## src/rtl/serial_rx.sv

```systemverilog
// rtl/serial_rx.sv - memory-mapped 8N1 UART receiver with byte FIFO and DATA/STATUS registers.
// Optional 8E1 parity checking is enabled by defining SERIAL_RX_PARITY_EN.
module serial_rx #(
  parameter int CLK_HZ       = 10_000_000,
  parameter int BAUD         = 115200,
  parameter int CLKS_PER_BIT = CLK_HZ / BAUD,
  parameter int FIFO_DEPTH   = 16
) (
  input  logic        clock,
  input  logic        reset,
  input  logic        rx,
  input  logic        sel,
  input  logic        re,
  input  logic [31:0] addr,
  output logic [31:0] dout,
  output logic        irq
);

  localparam int AW = $clog2(FIFO_DEPTH);
  localparam int CW = $clog2(CLKS_PER_BIT);
  localparam logic [CW-1:0] HALF_M1 = CW'(CLKS_PER_BIT / 2 - 1);
  localparam logic [CW-1:0] FULL_M1 = CW'(CLKS_PER_BIT - 1);

  typedef enum logic [2:0] {
    S_IDLE,
    S_START,
    S_DATA,
`ifdef SERIAL_RX_PARITY_EN
    S_PARITY,
`endif
    S_STOP
  } state_t;

  logic          r_sync1, r_sync2;
  state_t        r_state;
  logic [CW-1:0] r_cnt;
  logic [2:0]    r_bitn;
  logic [7:0]    r_shift;
  logic          r_brk;
  logic          r_push;
  logic [7:0]    r_push_data;
  logic          r_frame_evt;
  logic          w_rx_s;
  logic          w_par_flag;
`ifdef SERIAL_RX_PARITY_EN
  logic          r_par_bit;
  logic          r_par_evt;
  logic          r_parity_err;
`endif

  assign w_rx_s = r_sync2;

  always_ff @(posedge clock) begin
    if (reset) begin
      r_sync1 <= 1'b1;
      r_sync2 <= 1'b1;
    end else begin
      r_sync1 <= rx;
      r_sync2 <= r_sync1;
    end
  end

  // Receive FSM; emits one-cycle push/error pulses consumed by the FIFO/register block.
  always_ff @(posedge clock) begin
    if (reset) begin
      r_state     <= S_IDLE;
      r_cnt       <= '0;
      r_bitn      <= '0;
      r_shift     <= '0;
      r_brk       <= 1'b0;
      r_push      <= 1'b0;
      r_push_data <= '0;
      r_frame_evt <= 1'b0;
`ifdef SERIAL_RX_PARITY_EN
      r_par_bit   <= 1'b0;
      r_par_evt   <= 1'b0;
`endif
    end else begin
      r_push      <= 1'b0;
      r_frame_evt <= 1'b0;
`ifdef SERIAL_RX_PARITY_EN
      r_par_evt   <= 1'b0;
`endif
      case (r_state)
        S_IDLE: begin
          if (!w_rx_s) begin
            r_cnt   <= '0;
            r_state <= S_START;
          end
        end
        S_START: begin
          if (r_cnt == HALF_M1) begin
            r_cnt <= '0;
            if (w_rx_s) begin
              r_state <= S_IDLE;
            end else begin
              r_state <= S_DATA;
              r_bitn  <= '0;
            end
          end else begin
            r_cnt <= r_cnt + CW'(1);
          end
        end
        S_DATA: begin
          if (r_cnt == FULL_M1) begin
            r_cnt           <= '0;
            r_shift[r_bitn] <= w_rx_s;
            r_bitn          <= r_bitn + 3'd1;
            if (r_bitn == 3'd7) begin
`ifdef SERIAL_RX_PARITY_EN
              r_state <= S_PARITY;
`else
              r_state <= S_STOP;
`endif
            end
          end else begin
            r_cnt <= r_cnt + CW'(1);
          end
        end
`ifdef SERIAL_RX_PARITY_EN
        S_PARITY: begin
          if (r_cnt == FULL_M1) begin
            r_cnt     <= '0;
            r_par_bit <= w_rx_s;
            r_state   <= S_STOP;
          end else begin
            r_cnt <= r_cnt + CW'(1);
          end
        end
`endif
        S_STOP: begin
          if (r_brk) begin
            // Broken stop bit: hold here until the line returns to idle.
            if (w_rx_s) begin
              r_brk   <= 1'b0;
              r_cnt   <= '0;
              r_state <= S_IDLE;
            end
          end else if (r_cnt == FULL_M1) begin
            r_cnt <= '0;
            if (w_rx_s) begin
              r_state <= S_IDLE;
`ifdef SERIAL_RX_PARITY_EN
              if (^{r_shift, r_par_bit}) begin
                r_par_evt <= 1'b1;
              end else begin
                r_push      <= 1'b1;
                r_push_data <= r_shift;
              end
`else
              r_push      <= 1'b1;
              r_push_data <= r_shift;
`endif
            end else begin
              r_frame_evt <= 1'b1;
              r_brk       <= 1'b1;
            end
          end else begin
            r_cnt <= r_cnt + CW'(1);
          end
        end
        default: r_state <= S_IDLE;
      endcase
    end
  end

  logic [7:0]  r_mem [FIFO_DEPTH];
  logic [AW:0] r_wptr, r_rptr;
  logic        r_overrun, r_frame_err;
  logic [AW:0] w_count;
  logic [8:0]  w_count9;
  logic        w_empty, w_full, w_data_rd, w_stat_rd, w_pop, w_wr, w_ovf;
  logic [31:0] w_status;
  logic        w_unused;

  assign w_count   = r_wptr - r_rptr;
  assign w_count9  = 9'(w_count);
  assign w_empty   = (w_count == '0);
  assign w_full    = (w_count == (AW+1)'(FIFO_DEPTH));
  assign w_data_rd = sel & re & ~addr[2];
  assign w_stat_rd = sel & re & addr[2];
  assign w_pop     = w_data_rd & ~w_empty;
  assign w_wr      = r_push & ~w_full;
  assign w_ovf     = r_push & w_full;
`ifdef SERIAL_RX_PARITY_EN
  assign w_par_flag = r_parity_err;
`else
  assign w_par_flag = 1'b0;
`endif
  assign w_status  = {16'b0, w_count9[7:0], 4'b0, w_par_flag, r_overrun, r_frame_err, ~w_empty};
  assign irq       = ~w_empty;
  assign w_unused  = ^{addr[31:3], addr[1:0], w_count9[8]};

  always_ff @(posedge clock) begin
    if (w_wr) r_mem[r_wptr[AW-1:0]] <= r_push_data;
  end

  // Status reads clear the sticky flags, but a same-edge error event keeps its flag set.
  always_ff @(posedge clock) begin
    if (reset) begin
      r_wptr       <= '0;
      r_rptr       <= '0;
      dout         <= '0;
      r_overrun    <= 1'b0;
      r_frame_err  <= 1'b0;
`ifdef SERIAL_RX_PARITY_EN
      r_parity_err <= 1'b0;
`endif
    end else begin
      if (w_wr)  r_wptr <= r_wptr + (AW+1)'(1);
      if (w_pop) r_rptr <= r_rptr + (AW+1)'(1);
      if (w_data_rd) begin
        dout <= w_empty ? 32'h0000_0100 : {24'b0, r_mem[r_rptr[AW-1:0]]};
      end else if (w_stat_rd) begin
        dout <= w_status;
      end
      r_overrun    <= (r_overrun & ~w_stat_rd) | w_ovf;
      r_frame_err  <= (r_frame_err & ~w_stat_rd) | r_frame_evt;
`ifdef SERIAL_RX_PARITY_EN
      r_parity_err <= (r_parity_err & ~w_stat_rd) | r_par_evt;
`endif
    end
  end

endmodule
```

## config.mk

```make
export PLATFORM = sky130hd
export DESIGN_NAME = serial_rx
export DESIGN_NICKNAME = d
export VERILOG_FILES = /design/src/rtl/serial_rx.sv
export SDC_FILE = /design/constraint.sdc
export NUM_CORES = 1
export LEC_CHECK = 0
export ABC_AREA = 1
export BUFFER_PORTS_ARGS = -buffer_cell sky130_fd_sc_hd__buf_2
export CAP_MARGIN = 20
export CORE_UTILIZATION = 30
export CTS_BUF_LIST = sky130_fd_sc_hd__clkbuf_8
export CTS_CLUSTER_SIZE = 16
export DETAILED_ROUTE_END_ITERATION = 10
export PLACE_DENSITY_LB_ADDON = 0.2
export SYNTH_ARGS = -nofsm -noshare
export SYNTH_HDL_FRONTEND = slang
export SYNTH_SLANG_ARGS = --single-unit
export TNS_END_PERCENT = 100
```

## constraint.sdc

```tcl
create_clock -name clock -period 3 [get_ports clock]
set_input_delay 0.6 -clock clock [delete_from_list [all_inputs] [get_ports clock]]
set_output_delay 0.6 -clock clock [all_outputs]
set_load 0.01 [all_outputs]
```

==> impl_results.md, run 1 <==
- Status: finished clean
- Pin count of the biggest net entering global routing: 65
- Die ar.: 27,800 sq um
- First drt pass iteration count: 5
- TritonCTS clock tree: yes
- Post-synth EDFFs: 128
- Slowest CP cell: fa_1
- H-tree Lvls: 4
- Num CTS Buffers: 17
- Main synth FF type: edfxtp_1
- GRT overflow: 0
- CP dominant cell by count: inv_2
- Routed vias: 5,519
- Antenna violations before repair: 0
- GP Congestion: 0.797
- Clock sinks: 190
- Leak: 3.32 nW
- CP startpoint kind: flop
- Worst Skew: 0.0166 ns
- Mapped Area: 8150 sq um
- Vias/cell: 4.54
- Final max-slew violation count: 0
- Design Area, Final: 9120 sq um
- Tcrit/Tclk final: 95.7%
- Layout cells sized above 1: 11.4%
- Initial core utilization: 30.9%
- Die width: 167 um
- Crit path max fanout: 5
- Cell row count: 59
- Global Route Usage Sum: 14.1%
- IO Port Bufs: 19
- 1st-iter DRT viols: 341
- Pwr Density: 583 nW/um^2
- Placed Area: 8640 sq um
- Final ANT Viol Nets: 0
- Post-Place Cells: 1,183
- Synthesized area per cell: 9.73 sq um
- Worst-Margin Slew: 0.814 ns
- Total Nets Final: 920
- Post-detail-place hpwl: 12,100 um
- Yosys cell types: 36
- IO Pins: 70
- Core Box Area: 26,400 sq um
- Min cycle time layout: 2.87 ns
- Max Cap Viol: 0
- Latest clock arrival within the worst-skew pair: 0.47 ns
- Area delta synth->final: 11.9%
- Sequential area share after synthesis: 62.4%
- Worst-path clk slew: 0.10 ns
- Antenna cells: 0
- Worst setup EP type: output port
- Worst path max stage delay: 0.52 ns
- Synth warn: 0
- FILL cells: 2,650
- Seq cells post-synth: 190
- Max VDD drop: 0.000235 V
- Hold crit path type: input pin to flop
- CP cell instances: inv_2, ha_2, fa_1, nand2_1, nor2_2, nand3_2, nor2_4, inv_2, buf_2
- Die Ht: 167 um
- First-pass GRT wire length: 29,800 um
- Critical path arrival: 2.27 ns
- Slew HR: 45.6%
- CTS root buf: clkbuf_8
- Routed WL per cell: 15.4 um
- CP Class: flop to output port
- Post-route DRC: 0
- Vias in the first global route: 5,249
- Final setup fails: 0
- Final WL: 18,700 um
- CTS max path bufs: 2
- Ys async rst share: 0%
- Finished Layout Cells: 1,216
- Hold bufs inserted after CTS: 0
- Cells after synthesis: 837
- CP required: 2.40 ns
- Max Clk Rate: 0.348 GHz
- Final Hold Viols: 0
==> final timing paths <==
check / slack (ns) / to / start / cells past startpoint
max reg2reg: 0.41 / r_mem[2][0] / r_wptr[0] / 13
max: 0.13 / irq / r_wptr[0] / 9
min: 0.31 / r_sync1 / rx / 2
min reg2reg: 0.42 / r_sync2 / r_sync1 / 1
==> area by class of cell <==
type,count,area [sq um],area share (%)
sequential,190,5090,55.8
multi-input combinational,566,2670,29.2
tap,335,419,4.60
timing repair buffer,46,310,3.40
clock buffer,17,234,2.57
clock inverter,15,223,2.44
inverter,47,176,1.93
==> cells by family after synthesis <==
group	Yosys count	synth area share, %
XOR/XNOR	10	1.07
flip-flops	190	62.4
other	1	0.0460
AO/OA/AOI/OAI	68	4.38
adder cells (fa/ha/maj)	15	2.40
AND/OR/NAND/NOR	454	23.9
buffers and inverters	99	5.82
==> flip-flops by register name (all words and copies together) (netlist names), named ones only <==
register     flops
dout            13
r_bitn           3
r_brk            1
r_cnt            7
r_frame_err      1
r_frame_evt      1
r_mem          128
r_overrun        1
r_push           1
r_push_data      8
r_rptr           5
r_shift          8
r_state          2
r_sync1          1
r_sync2          1
r_wptr           5
==> what timing repair did <==
action	in CTS	in global routing
endpoints found under the setup margin	1	1
setup buffers	1	0
resized for setup	2	4
cloned	0	0
endpoints found under the hold margin	0	0
pin swaps	1	1
==> through the flow <==
stage | hold WS [ns] | power, W | utilization (%) | setup WS (ns) | setup TNS (ns)
3_3_place_gp | 0.393 | 0.00345 | 32.8 | 0.295 | 0
6_report | 0.312 | 0.00531 | 34.6 | 0.130 | 0
5_1_grt | 0.276 | 0.00555 | 34.6 | -0.0103 | -0.0103
3_5_place_dp | 0.400 | 0.00345 | 32.8 | 0.294 | 0
2_1_floorplan | 0.389 | 0.00332 | - | 0.484 | 0
4_1_cts | 0.274 | 0.00537 | 34.6 | 0.00377 | 0
==> metal layers <==
layer,vias to the layer above,share of wire [%],track usage [%]
met2,98,46,22.4
met1,2567,49,19.1
li1,2829,-,-
met4,0,2.2,6.00
met3,25,2.7,2.31
met5,-,0,0
==> power breakdown <==
part           internal [W]  switching, W
Sequential          0.00279     0.0000414
Combinational      0.000188      0.000386
Clock              0.000939      0.000970
==> synthesized netlist by cell type (3+ instances only) <==
cell / number / area share, %
clkbuf_1: 17 / 0.78
and2_0: 3 / 0.23
edfxtp_1: 128 / 47
xor2_1: 6 / 0.64
nand2_1: 225 / 10
o21ai_0: 24 / 1.5
and2_1: 4 / 0.31
nor2_2: 4 / 0.31
dfxtp_1: 62 / 15
buf_2: 13 / 0.80
inv_2: 5 / 0.23
ha_1: 14 / 2.1
a21oi_1: 38 / 2.3
nand3_1: 128 / 7.9
nor2_1: 73 / 3.4
xnor2_1: 4 / 0.43
inv_1: 42 / 1.9
nor3_1: 6 / 0.37
buf_4: 19 / 1.8
==> critical path: cells and delay by family, from the launching register on <==
kind | cells | cell delay [ns]
buffers and inverters | 3 | 0.26
AND/OR/NAND/NOR | 4 | 0.47
flip-flops | 1 | 0.38
adder cells (fa/ha/maj) | 2 | 0.71
==> placed cells by master (no fill, tap or decap), drive strengths merged, types with 6 or more instances in the layout <==
master,Yosys,routed
buf,35,46
inv,47,54
nand2,226,226
o21ai,25,25
a21oi,39,39
nor2,79,79
and2,7,7
conb,1,19
dfxtp,62,62
clkbuf,17,17
nand3,130,130
xor2,6,6
edfxtp,128,128
nor3,6,6
ha,14,14
(Power assumes the default switching activity.)
==> run 2, diff against run 1 <==
--- a/config.mk
+++ b/config.mk
@@ -13,6 +13,7 @@
 export CTS_CLUSTER_SIZE = 16
 export DETAILED_ROUTE_END_ITERATION = 10
 export PLACE_DENSITY_LB_ADDON = 0.2
+export RECOVER_POWER = 25
 export SYNTH_ARGS = -nofsm -noshare
 export SYNTH_HDL_FRONTEND = slang
 export SYNTH_SLANG_ARGS = --single-unit
==> constraint.sdc (replaced) <==
create_clock -name clock -period 3.7 [get_ports clock]
set_input_delay 0.74 -clock clock [delete_from_list [all_inputs] [get_ports clock]]
set_output_delay 0.74 -clock clock [all_outputs]
set_load 0.01 [all_outputs]
==> run 2 against run 1 <==
Against the previous run: final cell count shrank 0.58%; clock skew grew 0.00081 ns; register-to-register slack gained 0.25 ns; die area is the same; critical endpoint unchanged.
==> impl_results.md, run 2 (synthesis results as in run 1) <==
- Status: finished clean
- GRT Max-Usage Layer: met2
- Hold path startpoint: r_sync1
- Vias in the first global route: 5,369 (+2.3%)
- Internal: 0.00302 W (-23%)
- Sw Ratio: 27.1% (+0.77 points)
- GP Congestion: 0.759 (-4.7%)
- Layout cells sized above 1: 9.95% (-1.4 points)
- CTS max path bufs: 2 (unchanged)
- Min cycle time layout: 3.24 ns
- Leak: 3.24 nW (-2.3%)
- Area delta synth->final: 10.6%
- Placed Area: 8620 sq um (-0.29%)
- Hold crit path type: flop to flop
- CP cell instances: inv_1, ha_1, fa_1, nand2_1, nor2_1, nand3_2, nor2_2, inv_2, buf_2
- Worst-Margin Slew: 1.48 ns (+0.667 ns)
- Unrepaired setup endpoints after global routing: no
- CP Launch Point: r_wptr[0]
- Fin Setup TNS: 0 ns (unchanged)
- IO Port Bufs: 19 (unchanged)
- Max Clk Rate: 0.308 GHz
- Worst path max stage delay: 0.51 ns (about the same)
- Slew HR: 1.22% (-44 points)
- CP Class: flop to output port
- Clock network power share: 33.4% (-2.5 points)
- Die Ht: 167 um (unchanged)
- Final Util: 34.2% (-0.42 points)
- Clock sinks: 190 (unchanged)
- Antenna cells: 0 (unchanged)
- Post-route DRC: 0 (unchanged)
- Sw Pwr: 0.00112 W (-20%)
- Routed vias: 5,582 (+1.1%)
- Cts repair resizes: 0 (-2)
- Max reg flops: 128 (unchanged)
- Final max-slew violation count: 0 (unchanged)
- Design Area, Final: 9010 sq um (-1.2%)
- M3 GR Usage: 2.35% (+0.048 points)
- Critical path arrival: 2.50 ns (+0.23 ns)
- Global Route Usage Sum: 14.1% (-0.021 points)
- Met1 global-route usage: 18.7% (-0.44 points)
- IO Pins: 70 (unchanged)
- CP required: 2.96 ns (+0.56 ns)
- Final WL: 19,000 um (+1.2%)
- H-tree Lvls: 4 (unchanged)
- Worst Skew: 0.0174 ns (+0.000806 ns)
- CP endpoint: irq
- Die width: 167 um (unchanged)
- Comb pwr share: 11.1% (+0.3 points)
- Tcrit/Tclk final: 87.6%
- Start of the worst register-to-register path: r_wptr[0]
- Total Nets Final: 913 (-0.76%)
- Slowest CP cell: fa_1
- Routed WL per cell: 15.7 um (+1.8%)
- R2R Path End: r_mem[9][4]
- First drt pass iteration count: 4 (-1)
- Die ar.: 27,800 sq um (unchanged)
- Post-detail-place hpwl: 12,100 um (+0.45%)
- FILL cells: 2,698 (+1.8%)
- Final ANT Viol Nets: 0 (unchanged)
- Worst-path clk slew: 0.10 ns (about the same)
- Latest clock arrival within the worst-skew pair: 0.47 ns (about the same)
- Hold bufs inserted after CTS: 0 (unchanged)
- CTS root buf: clkbuf_8
- Antenna violations before repair: 0 (unchanged)
- Cell row count: 59 (unchanged)
- Pwr Density: 459 nW/um^2 (-21%)
- Final setup fails: 0 (unchanged)
- Vias/cell: 4.62 (+1.7%)
- GR Layer Usage met2: 23.4% (+0.95 points)
- Crit path max fanout: 5 (unchanged)
- Max Cap Viol: 0 (unchanged)
- CP startpoint kind: flop
- Pwr Total: 0.00413 W (-22%)
- Worst setup EP type: output port
- Hold slack: 0.424 ns (+0.112 ns)
- Core Box Area: 26,400 sq um (unchanged)
- 1st-iter DRT viols: 412 (+21%)
- Pin count of the biggest net entering global routing: 65 (unchanged)
- Final Hold Viols: 0 (unchanged)
- Most common cell after layout, fill and taps aside: nand2_1
- R2R depth: 12 (-1)
- Commonest cells after routing, fill and taps aside: nand2_1 (225), nand3_1 (128), edfxtp_1 (128), nor2_1 (73), dfxtp_1 (61)
- Num CTS Buffers: 17 (unchanged)
- First-pass GRT wire length: 29,900 um (+0.39%)
- GRT overflow: 0 (unchanged)
- Initial core utilization: 30.9% (unchanged)
- TritonCTS clock tree: yes
- Post-CTS Repair Setup Buffers: 0 (-1)
- Flop pwr share: 55.5% (+2.2 points)
- Max VDD drop: 0.000200 V (-15%)
- R2R Setup Slk: 0.66 ns (+0.25 ns)
-- run 2: cell count changes in the layout (fill, tap and decap cells not counted), moves of 2 or more --
cell	change
buf_4	-8
clkinvlp_4	+5
inv_1	+2
bufinv_16	-2
inv_8	-2
clkinv_4	-3
-- run 2: stage by stage --
step | setup slack [ns] | cells
4_1_cts | 0.402 | 1209
6_report | 0.458 | 1209
5_1_grt | 0.289 | 1209
3_5_place_dp | 0.704 | 1177
3_3_place_gp | 0.702 | 1176
2_1_floorplan | 1.18 | 855
-- run 2: worst max-delay path: cells and delay by family, from the launching register on --
family	cells	cell delay, ns
flops	1	0.42
buf+inv	3	0.36
simple gates	4	0.51
fa+ha+maj	2	0.75
-- run 2: area by class of cell --
class	instances	area (sq um)	area share, %
clock buffers	17	234	2.60
flip-flops and latches	190	5090	56.5
well taps	335	419	4.65
multi-input cells	566	2660	29.5
repair buffers	39	277	3.07
inverters	47	176	1.96
clock inverters	15	160	1.78
-- run 2: power groups by stage --
stage / registers [W] / logic [W] / clock network, W
floorplan: 0.00234 / 0.000356 / 0
global placement: 0.00234 / 0.000457 / 0
detailed placement: 0.00234 / 0.000463 / 0
CTS: 0.00229 / 0.000465 / 0.00143
global route: 0.00230 / 0.000522 / 0.00150
finish: 0.00229 / 0.000459 / 0.00138
-- run 2: how the worst min path moves through the flow --
stage | end | slack (ns) | cells past startpoint
4_1_cts | r_sync2 | 0.43 | 1
3_5_place_dp | r_sync2 | 0.40 | 1
2_1_floorplan | r_sync2 | 0.39 | 1
3_3_place_gp | r_sync2 | 0.40 | 1
5_1_grt | r_sync2 | 0.43 | 1
6_report | r_sync2 | 0.42 | 1
-- run 2: per-layer routing --
layer,vias up,part of all wire (%)
met3,16,3.0
met4,0,1.7
met5,-,0
li1,2816,-
met1,2644,48
met2,106,47
==> run 3, diff against run 2 <==
--- a/config.mk
+++ b/config.mk
@@ -5,7 +5,7 @@
 export SDC_FILE = /design/constraint.sdc
 export NUM_CORES = 1
 export LEC_CHECK = 0
-export ABC_AREA = 1
+export ABC_AREA = 0
 export BUFFER_PORTS_ARGS = -buffer_cell sky130_fd_sc_hd__buf_2
 export CAP_MARGIN = 20
 export CORE_UTILIZATION = 30
==> run 3 against run 2 <==
Against the previous run: the run now ends with DRC left; sequential share of layout area increased by 0.43 points; area after synthesis decreased by 0.35%; routed wire length decreased by 17%; sequential cell count unchanged; die area decreased by 0.35%; register-to-register slack got worse by 0.20 ns; non-clock buffer count decreased by 4; global-route usage decreased by 2.1 points; clock power about the same.
==> impl_results.md, run 3 <==
- Pwr Density: 417 nW/um^2 (-9.2%)
- Core Box Area: 26,300 sq um (-0.28%)
- Vias in the first global route: 4,596 (-14%)
- CP required: 2.96 ns (about the same)
- Min cycle time layout: 3.49 ns (+0.250 ns)
- Final Worst Setup Slack: 0.208 ns (-0.250 ns)
- Final max-slew violation count: 0 (unchanged)
- Worst-path clk slew: 0.09 ns (about the same)
- Worst-Margin Slew: 0.900 ns (-0.581 ns)
- Total Nets Final: 654 (-28%)
- Flop pwr share: 60.6% (+5.1 points)
- IO Pins: 70 (unchanged)
- Synth area leaders: edfxtp_1 (47%), dfxtp_1 (15%), mux4_2 (8.3%)
- Clock sinks: 190 (unchanged)
- H-tree Lvls: 4 (unchanged)
- Cts repair resizes: 0 (unchanged)
- Max Cap Viol: 0 (unchanged)
- Pin count of the biggest net entering global routing: 45 (-31%)
- Cell row count: 59 (unchanged)
- Worst Skew: 0.0111 ns (-0.00632 ns)
- Latest clock arrival within the worst-skew pair: 0.46 ns (about the same)
- Yosys cell types: 53 (+47%)
- Max Clk Rate: 0.286 GHz (-7.2%)
- Hold path depth: 1 (unchanged)
- Final setup fails: 0 (unchanged)
- GR Layer Usage met2: 20.4% (-3.0 points)
- Vias/cell: 4.74 (+2.7%)
- Slew HR: 39.9% (+39 points)
- Clock network power share: 37.4% (+4.0 points)
- Status: finished, violations left
- CP Class: flop to output port
- Tcrit/Tclk final: 94.4% (+6.8 points)
- Post-route DRC: 4 (+4)
- TritonCTS clock tree: yes
- Place WS: 0.479 ns (-0.225 ns)
- Cells after synthesis: 575 (-31%)
- Num CTS Buffers: 17 (unchanged)
- Most common cell after layout, fill and taps aside: edfxtp_1
- Max reg flops: 128 (unchanged)
- Internal: 0.00294 W (-2.6%)
- Seq cells post-synth: 190 (unchanged)
- Max VDD drop: 0.000224 V (+12%)
- CP startpoint kind: flop
- Antenna violations before repair: 0 (unchanged)
- Die ar.: 27,700 sq um (-0.35%)
- Leak: 3.05 nW (-5.9%)
- Unrepaired setup endpoints after global routing: no
- Sw Ratio: 21.2% (-5.9 points)
- Final ANT Viol Nets: 0 (unchanged)
- Die width: 167 um (-0.17%)
- Hold crit path type: flop to flop
- Post-detail-place hpwl: 10,700 um (-12%)
- Post-synth EDFFs: 128 (unchanged)
- R2R depth: 8 (-4)
- GRT Max-Usage Layer: met2
- Worst setup EP type: output port
- Routed WL per cell: 16.6 um (+5.8%)
- Ys async rst share: 0% (unchanged)
- First drt pass iteration count: 7 (+3)
- Final Hold Viols: 0 (unchanged)
- Main synth FF type: edfxtp_1
- Routed vias: 4,506 (-19%)
- Mapped Area: 8120 sq um (-0.35%)
- GRT overflow: 0 (unchanged)
- Initial core utilization: 30.9% (about the same)
- IO Port Bufs: 19 (unchanged)
- Hold bufs inserted after CTS: 0 (unchanged)
- Area leader, netlist: edfxtp_1
- Failing checks: DRC
- Crit path max fanout: 14 (+9)
- First-pass GRT wire length: 25,600 um (-14%)
- Die Ht: 167 um (-0.17%)
- Sequential area share after synthesis: 62.6% (+0.22 points)
- Layout cells sized above 1: 17.1% (+7.1 points)
- Commonest cells after routing, fill and taps aside: edfxtp_1 (128), dfxtp_1 (61), nor2_1 (53), mux4_2 (30), mux2i_1 (29)
- M3 GR Usage: 2.02% (-0.33 points)
- Final WL: 15,800 um (-17%)
- Met1 global-route usage: 15.3% (-3.4 points)
- CTS max path bufs: 2 (unchanged)
- Antenna cells: 0 (unchanged)
- Count leader, synth: edfxtp_1
- Top-area cell type share of the netlist area: 47.3% (+0.17 points)
- Pwr Total: 0.00373 W (-9.9%)
- 1st-iter DRT viols: 245 (-41%)
- Comb pwr share: 2.0% (-9.1 points)
- Post-CTS Repair Setup Buffers: 0 (unchanged)
- Critical path arrival: 2.75 ns (+0.25 ns)
- GP Congestion: 0.767 (+0.99%)
- Sw Pwr: 0.000790 W (-29%)
- Hold slack: 0.431 ns (+0.00704 ns)
- Synth warn: 0 (unchanged)
- Area delta synth->final: 10.1%
- CTS root buf: clkbuf_8
- Synthesized area per cell: 14.1 sq um (+45%)
- Fin Setup TNS: 0 ns (unchanged)
- Post-synth top cells: edfxtp_1 (128), dfxtp_1 (62), nor2_1 (53)
- Global Route Usage Sum: 12.0% (-2.1 points)
## run 3: changes by cell type after synthesis, moves of 22 or more
cell / change
mux2i_1: +29
nand2_1: -200
and3_1: +22
o21ai_0: -23
nand3_1: -116
mux4_2: +30
inv_1: -28
a21oi_1: -22
## run 3: routing by layer
| metal | vias to the layer above | routed length (um) | share of wire [%] |
|---|---|---|---|
| met5 | - | 0 | 0 |
| met4 | 0 | 248 | 1.6 |
| met3 | 18 | 284 | 1.8 |
| met2 | 50 | 7750 | 49 |
| met1 | 2266 | 7470 | 47 |
| li1 | 2172 | - | - |
## run 3: critical path: stages (launching register included)
cell and delay (ns):
dfxtp_1 0.43, inv_1 0.14, ha_1 0.26, fa_1 0.41, xnor2_1 0.28, nor3b_1 0.09, mux2_2 0.29, buf_4 0.20
nand2_1 0.08, buf_2 0.13
## run 3: stage by stage
stage          instance area [sq um]  utilization [%]  cells
2_1_floorplan                   8190                -    593
3_3_place_gp                    8530             32.5    918
3_5_place_dp                    8530             32.5    918
4_1_cts                         8940             34.0    950
5_1_grt                         8940             34.0    950
6_report                        8940             34.0    950
## run 3: power by group through the flow
stage	logic [W]	registers, W	clock network, W
after floorplan	0.0000761	0.00230	0
after global placement	0.0000728	0.00231	0
after detailed placement	0.0000747	0.00231	0
after CTS	0.0000748	0.00226	0.00144
after global routing	0.0000836	0.00226	0.00152
final	0.0000747	0.00226	0.00139
## run 3: logic make-up after synthesis
group / synth area share, %
AND/OR/NAND/NOR: 11.0
buffers and inverters: 4.19
other: 0.0462
adder cells (fa/ha/maj): 2.40
multiplexers: 13.6
AO/OA/AOI/OAI: 4.87
XOR/XNOR: 1.28
flip-flops: 62.6
## run 3: cell type report
type                            instances  area, sq um
Fill cell                            2561        17300
Sequential cell                       190         5090
Multi-Input combinational cell        344         2760
Tap cell                              335          419
Clock buffer                           17          234
Timing Repair Buffer                   35          215
Clock inverter                         15          171
Inverter                               14         52.6
## run 3: final timing paths
path,start,end,slack [ns]
max,r_wptr[0],irq,0.21
min,r_sync1,r_sync2,0.43
max reg2reg,r_wptr[0],r_mem[10][0],0.46
min reg2reg,r_sync1,r_sync2,0.43
